$ cat src/rtl/hynoc_egress_pkg.sv
// Shared types and constants for the egress arbiter.
// No logic; purely declarative.
// Backpressure: n/a.
package hynoc_egress_pkg;

    typedef enum logic {
        IDLE = 1'b0,
        BUSY = 1'b1
    } state_t;

    function automatic int tail_bit(input int flit_width);
        return flit_width - 1;
    endfunction

    // Synthetic tail: only the tail marker set; callers truncate to their flit width.
    function automatic logic [63:0] synth_tail_flit(input int flit_width);
        return 64'd1 << (flit_width - 1);
    endfunction

endpackage

$ cat src/rtl/hynoc_egress_fifo.sv
// Single-clock first-word-fall-through flit FIFO with occupancy.
// Latency: a push is visible on rdata/empty after the writing edge.
// Backpressure: push when full is dropped (drop=1) unless a pop occurs in the same cycle.
module hynoc_egress_fifo
    import hynoc_egress_pkg::*;
#(
    parameter int LOG2_FIFO_DEPTH = 5,
    parameter int FLIT_WIDTH      = 33
) (
    input  logic                     router_clk,
    input  logic                     router_arst_n,
    input  logic                     push,
    input  logic [FLIT_WIDTH-1:0]    wdata,
    input  logic                     pop,
    output logic [FLIT_WIDTH-1:0]    rdata,
    output logic                     empty,
    output logic [LOG2_FIFO_DEPTH:0] level,
    output logic                     drop
);

    localparam int DEPTH = 2**LOG2_FIFO_DEPTH;
    localparam int LW    = LOG2_FIFO_DEPTH + 1;

    logic [FLIT_WIDTH-1:0]      mem [DEPTH];
    logic [LOG2_FIFO_DEPTH-1:0] wr_ptr_q;
    logic [LOG2_FIFO_DEPTH-1:0] rd_ptr_q;
    logic [LW-1:0]              level_q;
    logic                       full;
    logic                       do_pop;
    logic                       do_push;

    assign empty   = (level_q == '0);
    assign full    = (level_q == LW'(DEPTH));
    assign do_pop  = pop && !empty;
    // The pop frees the slot first, so a push at full with a pop still lands.
    assign do_push = push && (!full || do_pop);
    assign drop    = push && !do_push;
    assign rdata   = mem[rd_ptr_q];
    assign level   = level_q;

    always_ff @(posedge router_clk) begin
        if (do_push) begin
            mem[wr_ptr_q] <= wdata;
        end
    end

    always_ff @(posedge router_clk or negedge router_arst_n) begin
        if (!router_arst_n) begin
            wr_ptr_q <= '0;
            rd_ptr_q <= '0;
            level_q  <= '0;
        end else begin
            if (do_push) begin
                wr_ptr_q <= wr_ptr_q + 1'b1;
            end
            if (do_pop) begin
                rd_ptr_q <= rd_ptr_q + 1'b1;
            end
            case ({do_push, do_pop})
                2'b10:   level_q <= level_q + 1'b1;
                2'b01:   level_q <= level_q - 1'b1;
                default: level_q <= level_q;
            endcase
        end
    end

endmodule

$ cat src/rtl/hynoc_egress_arbiter.sv
// Round-robin egress arbiter holding a circuit per packet; optional watchdog via HYNOC_EGRESS_TIMEOUT_EN.
// Latency: grant one edge after request; granted flit reaches FIFO head two edges after its write.
// Backpressure: registered afull to the granted source; writes into a full FIFO drop and flag err_overflow.
module hynoc_egress_arbiter
    import hynoc_egress_pkg::*;
#(
    parameter int NB_PORTS        = 5,
    parameter int FLIT_WIDTH      = 33,
    parameter int LOG2_FIFO_DEPTH = 5,
    parameter int AFULL_MARGIN    = 5,
    parameter int TIMEOUT_CYCLES  = 256
) (
    input  logic                                 router_clk,
    input  logic                                 router_arst_n,
    input  logic [NB_PORTS-2:0]                  from_ingress_request,
    input  logic [NB_PORTS-2:0]                  from_ingress_write,
    input  logic [(NB_PORTS-1)*FLIT_WIDTH-1:0]   from_ingress_data,
    output logic [NB_PORTS-2:0]                  to_ingress_grant,
    output logic [NB_PORTS-2:0]                  to_ingress_afull,
    input  logic                                 out_ren,
    output logic [FLIT_WIDTH-1:0]                out_rdata,
    output logic                                 out_rempty,
    output logic [LOG2_FIFO_DEPTH:0]             out_rlevel,
    output logic                                 err_overflow,
    output logic                                 err_stray
`ifdef HYNOC_EGRESS_TIMEOUT_EN
    ,
    output logic                                 err_timeout
`endif
);

    localparam int N     = NB_PORTS - 1;
    localparam int PW    = (N > 1) ? $clog2(N) : 1;
    localparam int DEPTH = 2**LOG2_FIFO_DEPTH;
    localparam int LW    = LOG2_FIFO_DEPTH + 1;
    localparam int TAIL  = tail_bit(FLIT_WIDTH);

    state_t                state_q, state_d;
    logic [N-1:0]          grant_q, grant_d;
    logic [PW-1:0]         owner_q, owner_d;
    logic [PW-1:0]         rr_ptr_q, rr_ptr_d;
    logic [N-1:0]          afull_q;
    logic                  err_overflow_q;
    logic                  err_stray_q;
    logic                  stg_vld_q, stg_vld_d;
    logic [FLIT_WIDTH-1:0] stg_dat_q, stg_dat_d;

    logic                  pick_vld;
    logic [PW-1:0]         pick_idx;
    logic                  gnt_wr;
    logic [FLIT_WIDTH-1:0] gnt_dat;
    logic                  stray;
    logic                  fifo_drop;
    logic [LW-1:0]         fifo_level;
    logic [PW-1:0]         owner_next;

`ifdef HYNOC_EGRESS_TIMEOUT_EN
    localparam int TW = $clog2(TIMEOUT_CYCLES + 1);
    localparam logic [FLIT_WIDTH-1:0] SYNTH_TAIL = FLIT_WIDTH'(synth_tail_flit(FLIT_WIDTH));
    logic [TW-1:0] to_cnt_q;
    logic          to_expired;
    logic          to_room;
    logic          to_fire;
    logic          err_timeout_q;
`endif

    // First requester at or after rr_ptr, wrapping over the N sources.
    always_comb begin
        pick_vld = 1'b0;
        pick_idx = '0;
        for (int k = 0; k < N; k++) begin
            int cand;
            cand = int'(rr_ptr_q) + k;
            if (cand >= N) begin
                cand = cand - N;
            end
            if (!pick_vld && from_ingress_request[cand]) begin
                pick_vld = 1'b1;
                pick_idx = PW'(cand);
            end
        end
    end

    assign gnt_wr     = (state_q == BUSY) && from_ingress_write[owner_q];
    assign gnt_dat    = from_ingress_data[int'(owner_q)*FLIT_WIDTH +: FLIT_WIDTH];
    assign stray      = |(from_ingress_write & ~grant_q);
    assign owner_next = (owner_q == PW'(N-1)) ? '0 : owner_q + 1'b1;

`ifdef HYNOC_EGRESS_TIMEOUT_EN
    assign to_expired = (to_cnt_q == TW'(TIMEOUT_CYCLES));
    // Conservative room check: counts the flit still sitting in the staging register.
    assign to_room    = (int'(fifo_level) + int'(stg_vld_q)) < DEPTH;
    assign to_fire    = (state_q == BUSY) && !gnt_wr && to_expired && to_room;
`endif

    always_comb begin
        state_d   = state_q;
        grant_d   = grant_q;
        owner_d   = owner_q;
        rr_ptr_d  = rr_ptr_q;
        stg_vld_d = 1'b0;
        stg_dat_d = gnt_dat;
        case (state_q)
            IDLE: begin
                if (pick_vld) begin
                    state_d = BUSY;
                    grant_d = N'(1) << pick_idx;
                    owner_d = pick_idx;
                end
            end
            BUSY: begin
                if (gnt_wr) begin
                    stg_vld_d = 1'b1;
                    if (gnt_dat[TAIL]) begin
                        state_d  = IDLE;
                        grant_d  = '0;
                        rr_ptr_d = owner_next;
                    end
                end
`ifdef HYNOC_EGRESS_TIMEOUT_EN
                else if (to_fire) begin
                    stg_vld_d = 1'b1;
                    stg_dat_d = SYNTH_TAIL;
                    state_d   = IDLE;
                    grant_d   = '0;
                    rr_ptr_d  = owner_next;
                end
`endif
            end
            default: begin
                state_d = IDLE;
                grant_d = '0;
            end
        endcase
    end

    always_ff @(posedge router_clk or negedge router_arst_n) begin
        if (!router_arst_n) begin
            state_q        <= IDLE;
            grant_q        <= '0;
            owner_q        <= '0;
            rr_ptr_q       <= '0;
            afull_q        <= '0;
            err_overflow_q <= 1'b0;
            err_stray_q    <= 1'b0;
            stg_vld_q      <= 1'b0;
            stg_dat_q      <= '0;
        end else begin
            state_q        <= state_d;
            grant_q        <= grant_d;
            owner_q        <= owner_d;
            rr_ptr_q       <= rr_ptr_d;
            afull_q        <= grant_q & {N{fifo_level >= LW'(DEPTH - AFULL_MARGIN)}};
            err_overflow_q <= err_overflow_q | fifo_drop;
            err_stray_q    <= err_stray_q | stray;
            stg_vld_q      <= stg_vld_d;
            stg_dat_q      <= stg_dat_d;
        end
    end

`ifdef HYNOC_EGRESS_TIMEOUT_EN
    always_ff @(posedge router_clk or negedge router_arst_n) begin
        if (!router_arst_n) begin
            to_cnt_q      <= '0;
            err_timeout_q <= 1'b0;
        end else begin
            err_timeout_q <= to_fire;
            if (state_q != BUSY || gnt_wr) begin
                to_cnt_q <= '0;
            end else if (!to_expired) begin
                to_cnt_q <= to_cnt_q + 1'b1;
            end
        end
    end

    assign err_timeout = err_timeout_q;
`endif

    hynoc_egress_fifo #(
        .LOG2_FIFO_DEPTH (LOG2_FIFO_DEPTH),
        .FLIT_WIDTH      (FLIT_WIDTH)
    ) u_fifo (
        .router_clk    (router_clk),
        .router_arst_n (router_arst_n),
        .push          (stg_vld_q),
        .wdata         (stg_dat_q),
        .pop           (out_ren),
        .rdata         (out_rdata),
        .empty         (out_rempty),
        .level         (fifo_level),
        .drop          (fifo_drop)
    );

    assign to_ingress_grant = grant_q;
    assign to_ingress_afull = afull_q;
    assign out_rlevel       = fifo_level;
    assign err_overflow     = err_overflow_q;
    assign err_stray        = err_stray_q;

endmodule

$ cat config.mk
export PLATFORM = sky130hd
export DESIGN_NAME = hynoc_egress_arbiter
export DESIGN_NICKNAME = d
export VERILOG_FILES = /design/src/rtl/hynoc_egress_pkg.sv /design/src/rtl/hynoc_egress_fifo.sv /design/src/rtl/hynoc_egress_arbiter.sv
export SDC_FILE = /design/constraint.sdc
export NUM_CORES = 1
export LEC_CHECK = 0
export CORE_MARGIN = 5
export CORE_UTILIZATION = 45
export CTS_BUF_LIST = sky130_fd_sc_hd__clkbuf_4 sky130_fd_sc_hd__clkbuf_8 sky130_fd_sc_hd__clkbuf_16
export CTS_CLUSTER_SIZE = 24
export DETAILED_ROUTE_END_ITERATION = 10
export PLACE_DENSITY_LB_ADDON = 0.2
export RECOVER_POWER = 50
export SLEW_MARGIN = 20
export SYNTH_ARGS = -nofsm -noshare
export SYNTH_HDL_FRONTEND = slang
export SYNTH_SLANG_ARGS = --single-unit
export TNS_END_PERCENT = 20
$ cat constraint.sdc
create_clock -name router_clk -period 7.63 [get_ports router_clk]
set_input_delay 1.1445 -clock router_clk [delete_from_list [all_inputs] [get_ports router_clk]]
set_output_delay 1.1445 -clock router_clk [all_outputs]
set_load 0.01 [all_outputs]
==> results summary, run 1 <==
Compared with the post-synthesis result, the final layout area differs by 17.2%. After routing the design area is 0.0513 sq mm. The minimum clock period after layout came out at 5760 ps. The peak ir drop on the vdd network is 0.312 mV.

The initial DRC count is 1807. The worst clock skew came out at 21.1 ps. The transition time of the tightest slew-check pin came out at 3870 ps.

The vertical die dimension is 322 um. The number of gates resized after CTS is 0. The initial antenna violation count came out at 2. The die span in x came out at 322 um. In the final design database the tool counted 2572 nets.

At the placement stage, the worst setup path has a slack of 2520 ps. The post-route non-filler standard cell count is 3787. The detailed router placed 21639 vias in this run. The run finished, with violations left.

The sink of the worst hold path is err_stray. The number of placed instances, taps included came out at 3577. The largest total area in the synthesized netlist belongs to sky130_fd_sc_hd__edfxtp_1.

For this design the static power due to leakage is 16.9 nW. The critical path class is reg2out. The count of input and output buffers came out at 192. In the synthesized netlist the dominant register cell turns out to be sky130_fd_sc_hd__edfxtp_1. Summing all multi-input logic gate instances after layout gives 0.0101 sq mm.

The share of the clock period used by the worst path after layout came out at 75.5%. The worst setup path is captured at an output pin. The remaining antenna violation count after routing came out at 0. The sum of negative setup slack is 0 ps. The post-route total power came out at 20.4 mW. The total setup buffers inserted after CTS came out at 0. Pin placement for this block handled 193 I/O pins. Setup repair after global routing left no endpoint under its margin. The detailed placer's ending HPWL is 59.9 mm. The worst endpoint required time came out at 6490 ps. The residual overflow from global routing came out at 0.

The global-route wire length before repair came out at 151 mm. At the end of the flow the core is filled with cells to 53.1%. The cell sitting at the root of the clock tree is a sky130_fd_sc_hd__clkbuf_16. In this run the critical register-to-register path is captured at rr_ptr_q[1]. The worst hold path passes through 2 cells.

STA classifies the critical path startpoint as a register. The synthesized area per cell is 20.1 sq um. The core outline area is 0.0967 sq mm. Routability-driven placement finished with a final weighted congestion of 0.790. The net count after synthesis came out at 2332. The level count of the clock H-tree is 3. The clock transition at the register clock pins on the worst setup and hold paths after CTS is 60 ps. The data arrival time at the worst-slack endpoint is 4620 ps. The async set-or-reset flop fraction in the synthesized netlist is 5.80%. Synthesis produced a netlist whose cell count is 2178.

The area enclosed by the die boundary came out at 0.104 sq mm. TritonCTS built the clock tree. The number of vias per cell after detailed routing came out at 5.71. The reg-to-reg critical path startpoint is owner_q[0]. The number of hold buffers added after CTS is 0.

The row count came out at 114. The worst hold slack came out at 476 ps. The worst-skew pair later-pin latency came out at 650 ps. The tightest slew margin relative to the limit is -158%.

The count of maximum capacitance violations is 2. The start point of the worst min-delay path is err_stray. The worst-path maximum fanout is 36.

For this block, the routed nets add up to 103 mm of wire. Summing all flip-flop and latch instances after layout gives 0.0333 sq mm. Counting every sink on the clock net gives 1121. The register-to-register setup slack is 3690 ps. The pin count of the biggest net entering global routing came out at 145. The overall track demand over capacity in global routing came out at 19.7%.

The count of flip-flops with a built-in enable after synthesis is 1056. The worst path meets setup with 1870 ps of slack. The post-synthesis sequential element count is 1121.

The average detailed-routed wire length per instance came out at 27.3 um. By area the synthesized netlist is led by sky130_fd_sc_hd__edfxtp_1 72%, sky130_fd_sc_hd__mux4_2 8.5%, sky130_fd_sc_hd__mux2i_1 7.6%. The number of pins with negative max-slew slack in the final report came out at 104. For this run, the top clock speed supported by timing is 0.174 GHz.

The tightest min-delay check is of the reg2reg type. In the final layout, the share of cells above drive strength 1 is 18.1%. The area share of the largest cell type after synthesis is 72.4%. The count of different cell masters after synthesis came out at 48.

The checks that failed: capacitance limit, slew limit. The final-layout fill cell count is 7514. The number of global-route vias before repair is 22705. The placed instance area came out at 0.0476 sq mm. The logic depth of the worst register-to-register path is 5. The cell area power density is 397 mW/mm^2.

Counting the buffers created by CTS gives 115. The number of endpoints failing setup at the final stage came out at 0. The yosys synthesis warning count is 0. The share of synthesized area occupied by flip-flops and latches came out at 76.1%. The mapped cell area came out at 0.0438 sq mm.

In the routed design, unresolved DRC markers number 0. The effective utilization at floorplan is 45.3%. The first detailed-routing pass ran for 5 iterations. The number of hold violations in the final report is 0. The clock passes through at most 3 buffers.
power by group:
| part | total [mW] | leakage, nW | switching, mW | internal, mW |
|---|---|---|---|---|
| sequential | 9.27 | 10.3 | 1.21 | 8.06 |
| clock | 5.46 | 1.87 | 2.22 | 3.23 |
| combinational | 5.65 | 4.79 | 3.11 | 2.54 |
| total | 20.4 | 16.9 | 6.54 | 13.8 |
Yosys cell counts, types with 4 or more instances:
cell type and instances:
sky130_fd_sc_hd__and3_1 7, sky130_fd_sc_hd__nor3_1 28, sky130_fd_sc_hd__buf_1 12, sky130_fd_sc_hd__and2_1 8
sky130_fd_sc_hd__xnor2_1 11, sky130_fd_sc_hd__a21o_1 4, sky130_fd_sc_hd__a22o_1 56, sky130_fd_sc_hd__nand2_1 56
sky130_fd_sc_hd__mux4_2 166, sky130_fd_sc_hd__nand2b_1 5, sky130_fd_sc_hd__o21ai_0 6, sky130_fd_sc_hd__dfrtp_1 65
sky130_fd_sc_hd__clkbuf_1 48, sky130_fd_sc_hd__o221ai_1 33, sky130_fd_sc_hd__buf_4 7, sky130_fd_sc_hd__inv_1 13
sky130_fd_sc_hd__a21oi_1 41, sky130_fd_sc_hd__a31oi_1 34, sky130_fd_sc_hd__buf_2 54, sky130_fd_sc_hd__edfxtp_1 1056
sky130_fd_sc_hd__nor2b_1 4, sky130_fd_sc_hd__nor2_1 39, sky130_fd_sc_hd__ha_1 10, sky130_fd_sc_hd__mux2_1 5
sky130_fd_sc_hd__a22oi_1 45, sky130_fd_sc_hd__mux2i_1 333
metal layers:
layer / wire length, um / track usage (%)
met5: 0 / 0
met4: 3310 / 6.62
met3: 5360 / 2.97
met2: 53200 / 33.9
met1: 41400 / 25.9
registers in the layout, summed over array words and instances, names as in the netlist:
register	cells
u_fifo.rd_ptr_q	5
state_q	1
stg_dat_q	33
to_ingress_grant	4
owner_q	2
stg_vld_q	1
u_fifo.level	6
u_fifo.wr_ptr_q	5
err_stray	1
err_overflow	1
rr_ptr_q	2
to_ingress_afull	4
u_fifo.mem	1056
cells in the final DEF, fill, tap and decap left out, types with 4 or more instances in the layout:
| cell | instances |
|---|---|
| sky130_fd_sc_hd__a31oi_1 | 34 |
| sky130_fd_sc_hd__buf_4 | 39 |
| sky130_fd_sc_hd__nor2_4 | 33 |
| sky130_fd_sc_hd__mux2i_1 | 333 |
| sky130_fd_sc_hd__and2_0 | 4 |
| sky130_fd_sc_hd__clkinvlp_4 | 4 |
| sky130_fd_sc_hd__nand2_1 | 55 |
| sky130_fd_sc_hd__mux2_1 | 5 |
| sky130_fd_sc_hd__o221ai_1 | 33 |
| sky130_fd_sc_hd__edfxtp_1 | 1056 |
| sky130_fd_sc_hd__xnor2_1 | 11 |
| sky130_fd_sc_hd__nor3_1 | 28 |
| sky130_fd_sc_hd__inv_1 | 13 |
| sky130_fd_sc_hd__mux4_2 | 166 |
| sky130_fd_sc_hd__bufinv_16 | 8 |
| sky130_fd_sc_hd__clkbuf_16 | 121 |
| sky130_fd_sc_hd__a21oi_1 | 41 |
| sky130_fd_sc_hd__a22o_1 | 56 |
| sky130_fd_sc_hd__buf_12 | 9 |
| sky130_fd_sc_hd__a22oi_1 | 45 |
| sky130_fd_sc_hd__o21ai_0 | 6 |
| sky130_fd_sc_hd__clkinv_1 | 25 |
| sky130_fd_sc_hd__a21o_1 | 4 |
| sky130_fd_sc_hd__and3_1 | 7 |
| sky130_fd_sc_hd__dfrtp_1 | 61 |
| sky130_fd_sc_hd__clkbuf_4 | 24 |
| sky130_fd_sc_hd__ha_1 | 10 |
| sky130_fd_sc_hd__clkinv_2 | 23 |
| sky130_fd_sc_hd__clkdlybuf4s50_1 | 189 |
| sky130_fd_sc_hd__nor2_1 | 6 |
cell type report:
cell class | instances | area share (%)
timing repair buffer | 244 | 4.82
clock inverter | 63 | 0.980
clock buffer | 146 | 6.28
inverter | 13 | 0.0951
antenna | 1 | 0.00487
sequential | 1121 | 65.0
multi-input combinational | 923 | 19.7
tap | 1276 | 3.11
cell families (layout without fill, tap and decap cells):
group / after synthesis / in the layout / share of synthesized area, %
AO/OA/AOI/OAI: 234 / 234 / 3.93
multiplexers: 505 / 505 / 16.3
other: 0 / 1 / 0
XOR/XNOR: 11 / 11 / 0.220
adder cells (fa/ha/maj): 11 / 11 / 0.331
AND/OR/NAND/NOR: 162 / 162 / 1.74
flip-flops: 1121 / 1121 / 76.1
buffers and inverters: 134 / 466 / 1.36
worst max path at each step:
stage / start / end / slack, ps
final: u_fifo.rd_ptr_q[2] / out_rdata[26] / 1870
after CTS: u_fifo.rd_ptr_q[2] / out_rdata[26] / 1810
after detailed placement: u_fifo.rd_ptr_q[2] / out_rdata[26] / 2520
after global placement: u_fifo.rd_ptr_q[2] / out_rdata[19] / 2560
after floorplan: out_ren / u_fifo.mem[31][0] / 3880
after global routing: u_fifo.rd_ptr_q[2] / out_rdata[18] / 1780
critical path, stage by stage (launching register included):
cell and delay (ps):
sky130_fd_sc_hd__dfrtp_4 930, sky130_fd_sc_hd__nor2b_4 960, sky130_fd_sc_hd__buf_4 390, sky130_fd_sc_hd__a22o_1 200, sky130_fd_sc_hd__nor3_1 50, sky130_fd_sc_hd__a31oi_1 560
sky130_fd_sc_hd__o221ai_1 300, sky130_fd_sc_hd__clkdlybuf4s50_1 550
Power figures use the tool's default switching activity.
==> run 2: changes to the inputs <==
Clock period 7.63 ns to 5.1 ns, I/O delays scaled along.
==> run 2 against run 1 <==
Net effect:
- the run still ends with capacitance limit, slew limit left
- hold slack better by 18 ps
- clock-buffer cell count down 7
- register-to-register slack worse by 2500 ps
- sequential share of layout area down 0.39 points
- critical path depth up 1
- via count up 2.5%
- largest cell class unchanged
- largest power group unchanged
- highest routed layer unchanged
==> results summary, run 2 (synthesis results as in run 1) <==
By startpoint and endpoint, the worst setup path is classified as reg2out. The final net count is 2594. The total setup buffers inserted after CTS came out at 0. After global routing, the most crowded layer is met2.

In this run switching power makes up 32.2% of total power. Once routing completed, OpenROAD measured the worst setup slack at 533 ps. The initial DRC count is 2002.

The number of sinks handled by clock tree synthesis came out at 1121. The row count is 114. The completed layout was analyzed and its total power is 30.8 mW.

The final non-filler cell area is 0.0516 sq mm. The number of endpoints failing setup at the final stage came out at 0. The register with the most flip-flops in the layout has 1056 of them. The combinational share of power came out at 28.6%. The minimum clock period after layout is 4570 ps.

After detailed routing, the number of remaining DRC violations is 0. The worst-skew pair later-pin latency is 700 ps. The initial antenna violation count came out at 0. Leaving out fill and tap cells, the most frequent cell in the layout is sky130_fd_sc_hd__edfxtp_1. The number of vias in the routed layout is 22187.

The detail route stage leaves a number of antenna-violating nets equal to 0. Routability-driven placement finished with a final weighted congestion of 0.790. The clock network fraction of design power came out at 27.2%.

The checks that failed: capacitance limit, slew limit. The worst setup path is captured at an output pin. Wires add up to 113 mm.

The count of maximum capacitance violations is 2. The leakage power came out at 17.1 nW. The kind of start point of the critical path is a register. The worst hold path terminates at err_stray.

The highest clock rate is 0.219 GHz. The worst-case setup slack after placement came out at 1200 ps. The fraction of power consumed by sequential logic is 44.2%.

Ranked by flip-flop count, first place goes to u_fifo.mem. TritonCTS built the clock tree. The number of pins with negative max-slew slack in the final report was 81. The tightest slew margin relative to the limit is -112%. The number of gates resized after CTS is 0. The region available for standard cell placement spans 0.0967 sq mm. Setup repair after global routing left no endpoint under its margin. The effective utilization at floorplan came out at 45.3%. The register-to-register setup slack is 1180 ps.

In this run the critical register-to-register path is captured at rr_ptr_q[1]. Of the cells placed in the final design, the portion with a size suffix greater than 1 is 18.7%. The number of vias per cell after detailed routing is 5.83.

The worst endpoint required time came out at 4340 ps. Between clock sinks in the finished design, the worst skew comes to 25.8 ps. The class of the worst hold path is reg2reg. CTS placed an instance of sky130_fd_sc_hd__clkbuf_16 at the clock tree root. The overall track demand over capacity in global routing came out at 21.6%.

The first TritonRoute pass finished after 8 iterations. The average detailed-routed wire length per instance came out at 29.6 um. The number of global-route vias before repair came out at 23371.

In this run the deepest clock path goes through 3 buffers. At the pin with the least slew margin, the transition time is 3180 ps. The detailed placer's ending HPWL came out at 64.3 mm. The cell count of the worst hold path came out at 2. The number of hold violations in the final report came to 0.

The H-tree was split into 3 levels. The post-route non-filler standard cell count came out at 3808. The number of placed instances, taps included came out at 3601. Clock tree synthesis inserted a total of 113 buffers.

From left edge to right edge, the die measures 322 um. The start point of the worst min-delay path is err_stray. The placed instance area came out at 0.0479 sq mm. The logic depth of the worst register-to-register path is 5. Measured along the y axis, the die boundary spans 322 um. The count of input and output buffers is 192. Leaving out fill and tap cells, the most frequent cells in the layout are 1056 x sky130_fd_sc_hd__edfxtp_1, 333 x sky130_fd_sc_hd__mux2i_1, 189 x sky130_fd_sc_hd__clkdlybuf4s50_1, 166 x sky130_fd_sc_hd__mux4_2, 114 x sky130_fd_sc_hd__clkbuf_16. The number of hold buffers added after CTS is 0. The met1 layer usage reported by global route is 28.6%. The residual overflow from global routing came out at 0. The post-synthesis to final-layout area growth is 17.9%.

The area enclosed by the die boundary came out at 0.104 sq mm. In this run the critical register-to-register path is launched from owner_q[0]. Clock-pin slew was measured on the worst setup and hold paths at 60 ps. Entering global routing, the biggest net connects 57 pins. The net switching power came out at 9.91 mW.

The routing usage on met3 is 3.15%. The data arrival time at the worst-slack endpoint is 3800 ps. The number of top-level design ports came out at 193. The internal portion of the total power is 20.9 mW. After layout, the worst path uses 89.5% of the clock period. The flow ran to the end, but the final reports show violations. The global-route track usage on met2 is 37.5%. For this design the ratio of total power to cell area is 596 mW/mm^2.

The first global-routing pass estimated 163 mm of wire. The sum of negative setup slack came out at 0 ps. The worst-path maximum fanout is 30. The peak ir drop on the vdd network is 0.401 mV.
run 2: cell count changes in the layout (fill, tap and decap cells not counted), sizes merged:
cell,change
clkbuf,-5
clkinvlp,+3
buf,+22
bufinv,+5
inv,-1
clkinv,-3
run 2: area by class of cell:
type,instances,area [sq um]
diodes,1,2.50
clock buffers,139,3040
clock inverters,67,758
fillers,7544,45100
inverters,13,48.8
multi-input cells,923,10100
flip-flops and latches,1121,33300
well taps,1276,1600
repair buffers,268,2730
run 2: critical path, cell delays in order, from the launching register on:
cell and delay [ps]:
sky130_fd_sc_hd__dfrtp_4 830, sky130_fd_sc_hd__buf_12 290, sky130_fd_sc_hd__buf_4 370, sky130_fd_sc_hd__mux2i_1 280, sky130_fd_sc_hd__a22o_1 160, sky130_fd_sc_hd__nor3_1 50
sky130_fd_sc_hd__a31oi_1 350, sky130_fd_sc_hd__o221ai_1 220, sky130_fd_sc_hd__clkdlybuf4s50_1 540
run 2: layer usage:
metal  share of wire, %  routed length, um
met5                  0                  0
met4                2.9               3300
met3                5.2               5840
met1                 40              45200
met2                 52              58200
run 2: how the worst max path moves through the flow:
stage | start | end | slack [ps] | cells after the start
2_1_floorplan | out_ren | u_fifo.mem[31][0] | 1730 | 5
3_3_place_gp | u_fifo.rd_ptr_q[1] | out_rdata[26] | 1180 | 8
3_5_place_dp | u_fifo.rd_ptr_q[1] | out_rdata[26] | 1200 | 8
4_1_cts | u_fifo.rd_ptr_q[1] | out_rdata[26] | 470 | 8
5_1_grt | u_fifo.rd_ptr_q[1] | out_rdata[26] | 370 | 8
6_report | u_fifo.rd_ptr_q[1] | out_rdata[28] | 530 | 8
run 2: metrics by stage:
stage	hold WS [ps]	utilization (%)
6_report	494	53.4
2_1_floorplan	469	-
4_1_cts	111	53.4
3_3_place_gp	469	49.5
5_1_grt	537	53.4
3_5_place_dp	490	49.5
run 2: power groups by stage:
stage | sequential, mW | combinational [mW] | clock (mW)
floorplan | 13.0 | 5.57 | 0
detailed placement | 13.8 | 8.91 | 0
CTS | 13.6 | 8.96 | 8.53
global route | 13.8 | 9.38 | 8.92
finish | 13.6 | 8.80 | 8.37
global placement | 13.7 | 8.87 | 0
==> run 3: changes to the inputs <==
Settings changed: CTS_BUF_LIST sky130_fd_sc_hd__clkbuf_4 sky130_fd_sc_hd__clkbuf_8 sky130_fd_sc_hd__clkbuf_16 to unset.
==> run 3 against run 2 <==
Net effect:
- the run still ends with capacitance limit, slew limit left
- maximum frequency decreased by 0.57%
- final cell count barely moved
- combinational power about the same
- clock skew down 1.2 ps
- sequential share of layout area rose by 0.12 points
- core utilization decreased by 0.10 points
- via count shrank 0.36%
- non-clock buffer count unchanged
- global-route usage barely moved
- register-to-register slack is essentially flat
- flip-flop and latch count unchanged
- clock power fell by 1%
- largest cell class unchanged
==> results summary, run 3 (synthesis results as in run 1) <==
The combined flip-flop and latch cell area came out at 0.0333 sq mm. The worst hold slack is 495 ps. The effective utilization at floorplan is 45.3%. The number of sinks handled by clock tree synthesis is 1121. The worst setup path is launched from a register.

The register-to-register setup slack came out at 1170 ps. The initial antenna violation count came to 0. The first detailed-routing pass took 6 iterations. The area enclosed by the die boundary came out at 0.104 sq mm. The slowest stage of the critical path is the sky130_fd_sc_hd__dfrtp_4 cell.

On the critical path the largest part of the delay comes from buffers and inverters. In the final routed layout, each cell accounts on average for 29.6 um. The global-route wire length before repair is 163 mm. The core outline area came out at 0.0967 sq mm.

The reg-to-reg critical path startpoint is owner_q[0]. The clock transition at the register clock pins on the worst setup and hold paths after CTS is 60 ps. The endpoint identified for the worst register-to-register timing path is rr_ptr_q[1]. The level count of the clock H-tree is 3. The initial DRC count is 2115. During I/O placement, the number of pins put on the boundary was 193. The post-synthesis to final-layout area growth came out at 17.7%. After layout, the minimum clock period comes to 4590 ps. Of the available clock period, the critical path in the final layout requires 90.1%. The post-route netlist has 17.7% of its cells at a drive strength greater than 1. The worst pin sits at a relative slew slack of -111%. In this run the horizontal extent of the chip is 322 um. The count of maximum capacitance violations came out at 2. The critical path class is reg2out. The number of global-route vias before repair is 23358. Routability-driven placement finished with a final weighted congestion of 0.790. The number of setup buffers added after CTS is 0. Setup repair after global routing left no endpoint under its margin. The total clock buffers created by CTS came out at 113.

Walking the worst path, the cells encountered are buf_12 > buf_4 > mux2i_1 > a22o_1 > nor3_1 > a31oi_1 > o221ai_1 > clkdlybuf4s50_1. The data arrival time at the worst-slack endpoint came out at 3830 ps. In the layout the commonest cells are 1056 x sky130_fd_sc_hd__edfxtp_1, 333 x sky130_fd_sc_hd__mux2i_1, 189 x sky130_fd_sc_hd__clkdlybuf4s50_1, 166 x sky130_fd_sc_hd__mux4_2, 114 x sky130_fd_sc_hd__clkbuf_16.

For the final database, setup skew stands at 24.5 ps. The logic depth of the worst register-to-register path is 5. The highest clock rate came out at 0.218 GHz. The number of endpoints failing setup at the final stage is 0.

Entering global routing, the biggest net connects 57 pins. The worst-skew pair later-pin latency is 700 ps. For the pin with the worst max-slew slack, the measured transition is 3170 ps. The final reports fail on capacitance limit, slew limit.

The count of input and output buffers came out at 192. Together, buffers and inverters on the worst path number 3. The overall track demand over capacity in global routing is 21.6%.

The clock passes through at most 3 buffers. The worst-path maximum fanout came out at 30. The number of gates resized after CTS is 0. The number of antenna diodes in the final layout is 0. The vertical die dimension is 322 um.

The peak ir drop on the vdd network is 0.402 mV. The class of the worst hold path is reg2reg. The cell count of the worst hold path is 2. Detailed placement finished with a half-perimeter wire length of 64.3 mm. The detail route stage leaves a number of antenna-violating nets equal to 0. The library cell used most frequently in the layout, excluding fill and tap cells, is sky130_fd_sc_hd__edfxtp_1. The run finished, with violations left. The final-layout fill cell count is 7560.

The worst hold path begins at err_stray. For this run the aggregate overflow at the end of global routing stands at 0. The row count came out at 114. Dividing total power by cell area gives a power density of 595 mW/mm^2. The leakage power is 17.0 nW. The number of pins with negative max-slew slack in the final report came out at 81. The DRC violation count after routing is 0. The routed wire length is 113 mm. The register with the most flip-flops in the final layout is u_fifo.mem. The number of hold violations in the final report came out at 0. The number of vias per cell after detailed routing came out at 5.81. In this run, post-CTS hold repair placed 0 buffers.

The sum of negative setup slack is 0 ps. The worst setup path is captured at an output pin. The flip-flop count of the largest register after layout came out at 1056. At the end of the flow, the number of nets in the layout was 2594. The path with the worst hold slack has its endpoint at err_stray.

Summing all multi-input logic gate instances after layout gives 0.0101 sq mm. The largest single stage delay on the critical path is 840 ps. TritonCTS built the clock tree.

The tree is rooted in a sky130_fd_sc_hd__clkbuf_16. The routed layout has 22107 vias. The worst endpoint required time is 4340 ps.
-- run 3: cell count changes in the layout (fill, tap and decap cells not counted) --
cell / before / now
sky130_fd_sc_hd__clkbuf_1: 4 / 29
sky130_fd_sc_hd__clkbuf_4: 25 / 0
sky130_fd_sc_hd__diode_2: 1 / 0
-- run 3: worst reg2reg max path: stages, from the launching register on --
cell,delay (ps)
sky130_fd_sc_hd__dfrtp_2,330
sky130_fd_sc_hd__clkbuf_1,2040
sky130_fd_sc_hd__mux4_2,730
sky130_fd_sc_hd__and2_1,240
sky130_fd_sc_hd__nand2_1,150
sky130_fd_sc_hd__mux2_1,330
-- run 3: final cells by class --
| cell class | instances | area share (%) |
|---|---|---|
| flip-flops and latches | 1121 | 64.7 |
| inverters | 13 | 0.0947 |
| well taps | 1276 | 3.10 |
| multi-input cells | 923 | 19.6 |
| repair buffers | 268 | 5.29 |
| clock inverters | 67 | 1.47 |
| clock buffers | 139 | 5.72 |
-- run 3: how the worst max path moves through the flow --
stage | slack, ps | end | cells after the start | from
floorplan | 1730 | u_fifo.mem[31][0] | 5 | out_ren
global placement | 1180 | out_rdata[26] | 8 | u_fifo.rd_ptr_q[1]
detailed placement | 1200 | out_rdata[26] | 8 | u_fifo.rd_ptr_q[1]
CTS | 470 | out_rdata[26] | 8 | u_fifo.rd_ptr_q[1]
global route | 370 | out_rdata[26] | 8 | u_fifo.rd_ptr_q[1]
finish | 510 | out_rdata[28] | 8 | u_fifo.rd_ptr_q[1]
-- run 3: per-layer routing --
layer  part of all wire [%]  GRT usage [%]  routed length, um
met1                     40           28.6              45600
met2                     51           37.5              58000
met3                    5.0           3.19               5690
met4                    3.0           6.12               3390
met5                      0              0                  0
-- run 3: report_power, final --
part           switching, mW  internal (mW)  total, mW
Clock                   3.47           4.77       8.25
Combinational           4.89           3.91       8.80
Sequential              1.56           12.1       13.6
-- run 3: stage by stage --
| stage | util, % | setup WS [ps] | power (mW) | instances | area [sq um] |
|---|---|---|---|---|---|
| after floorplan | - | 1730 | 18.6 | 2178 | 43800 |
| after global placement | 49.5 | 1180 | 22.6 | 3601 | 47900 |
| after detailed placement | 49.5 | 1200 | 22.7 | 3601 | 47900 |
| after CTS | 53.3 | 466 | 31.0 | 3807 | 51600 |
| after global routing | 53.3 | 369 | 31.9 | 3807 | 51500 |
| final | 53.3 | 507 | 30.7 | 3807 | 51500 |
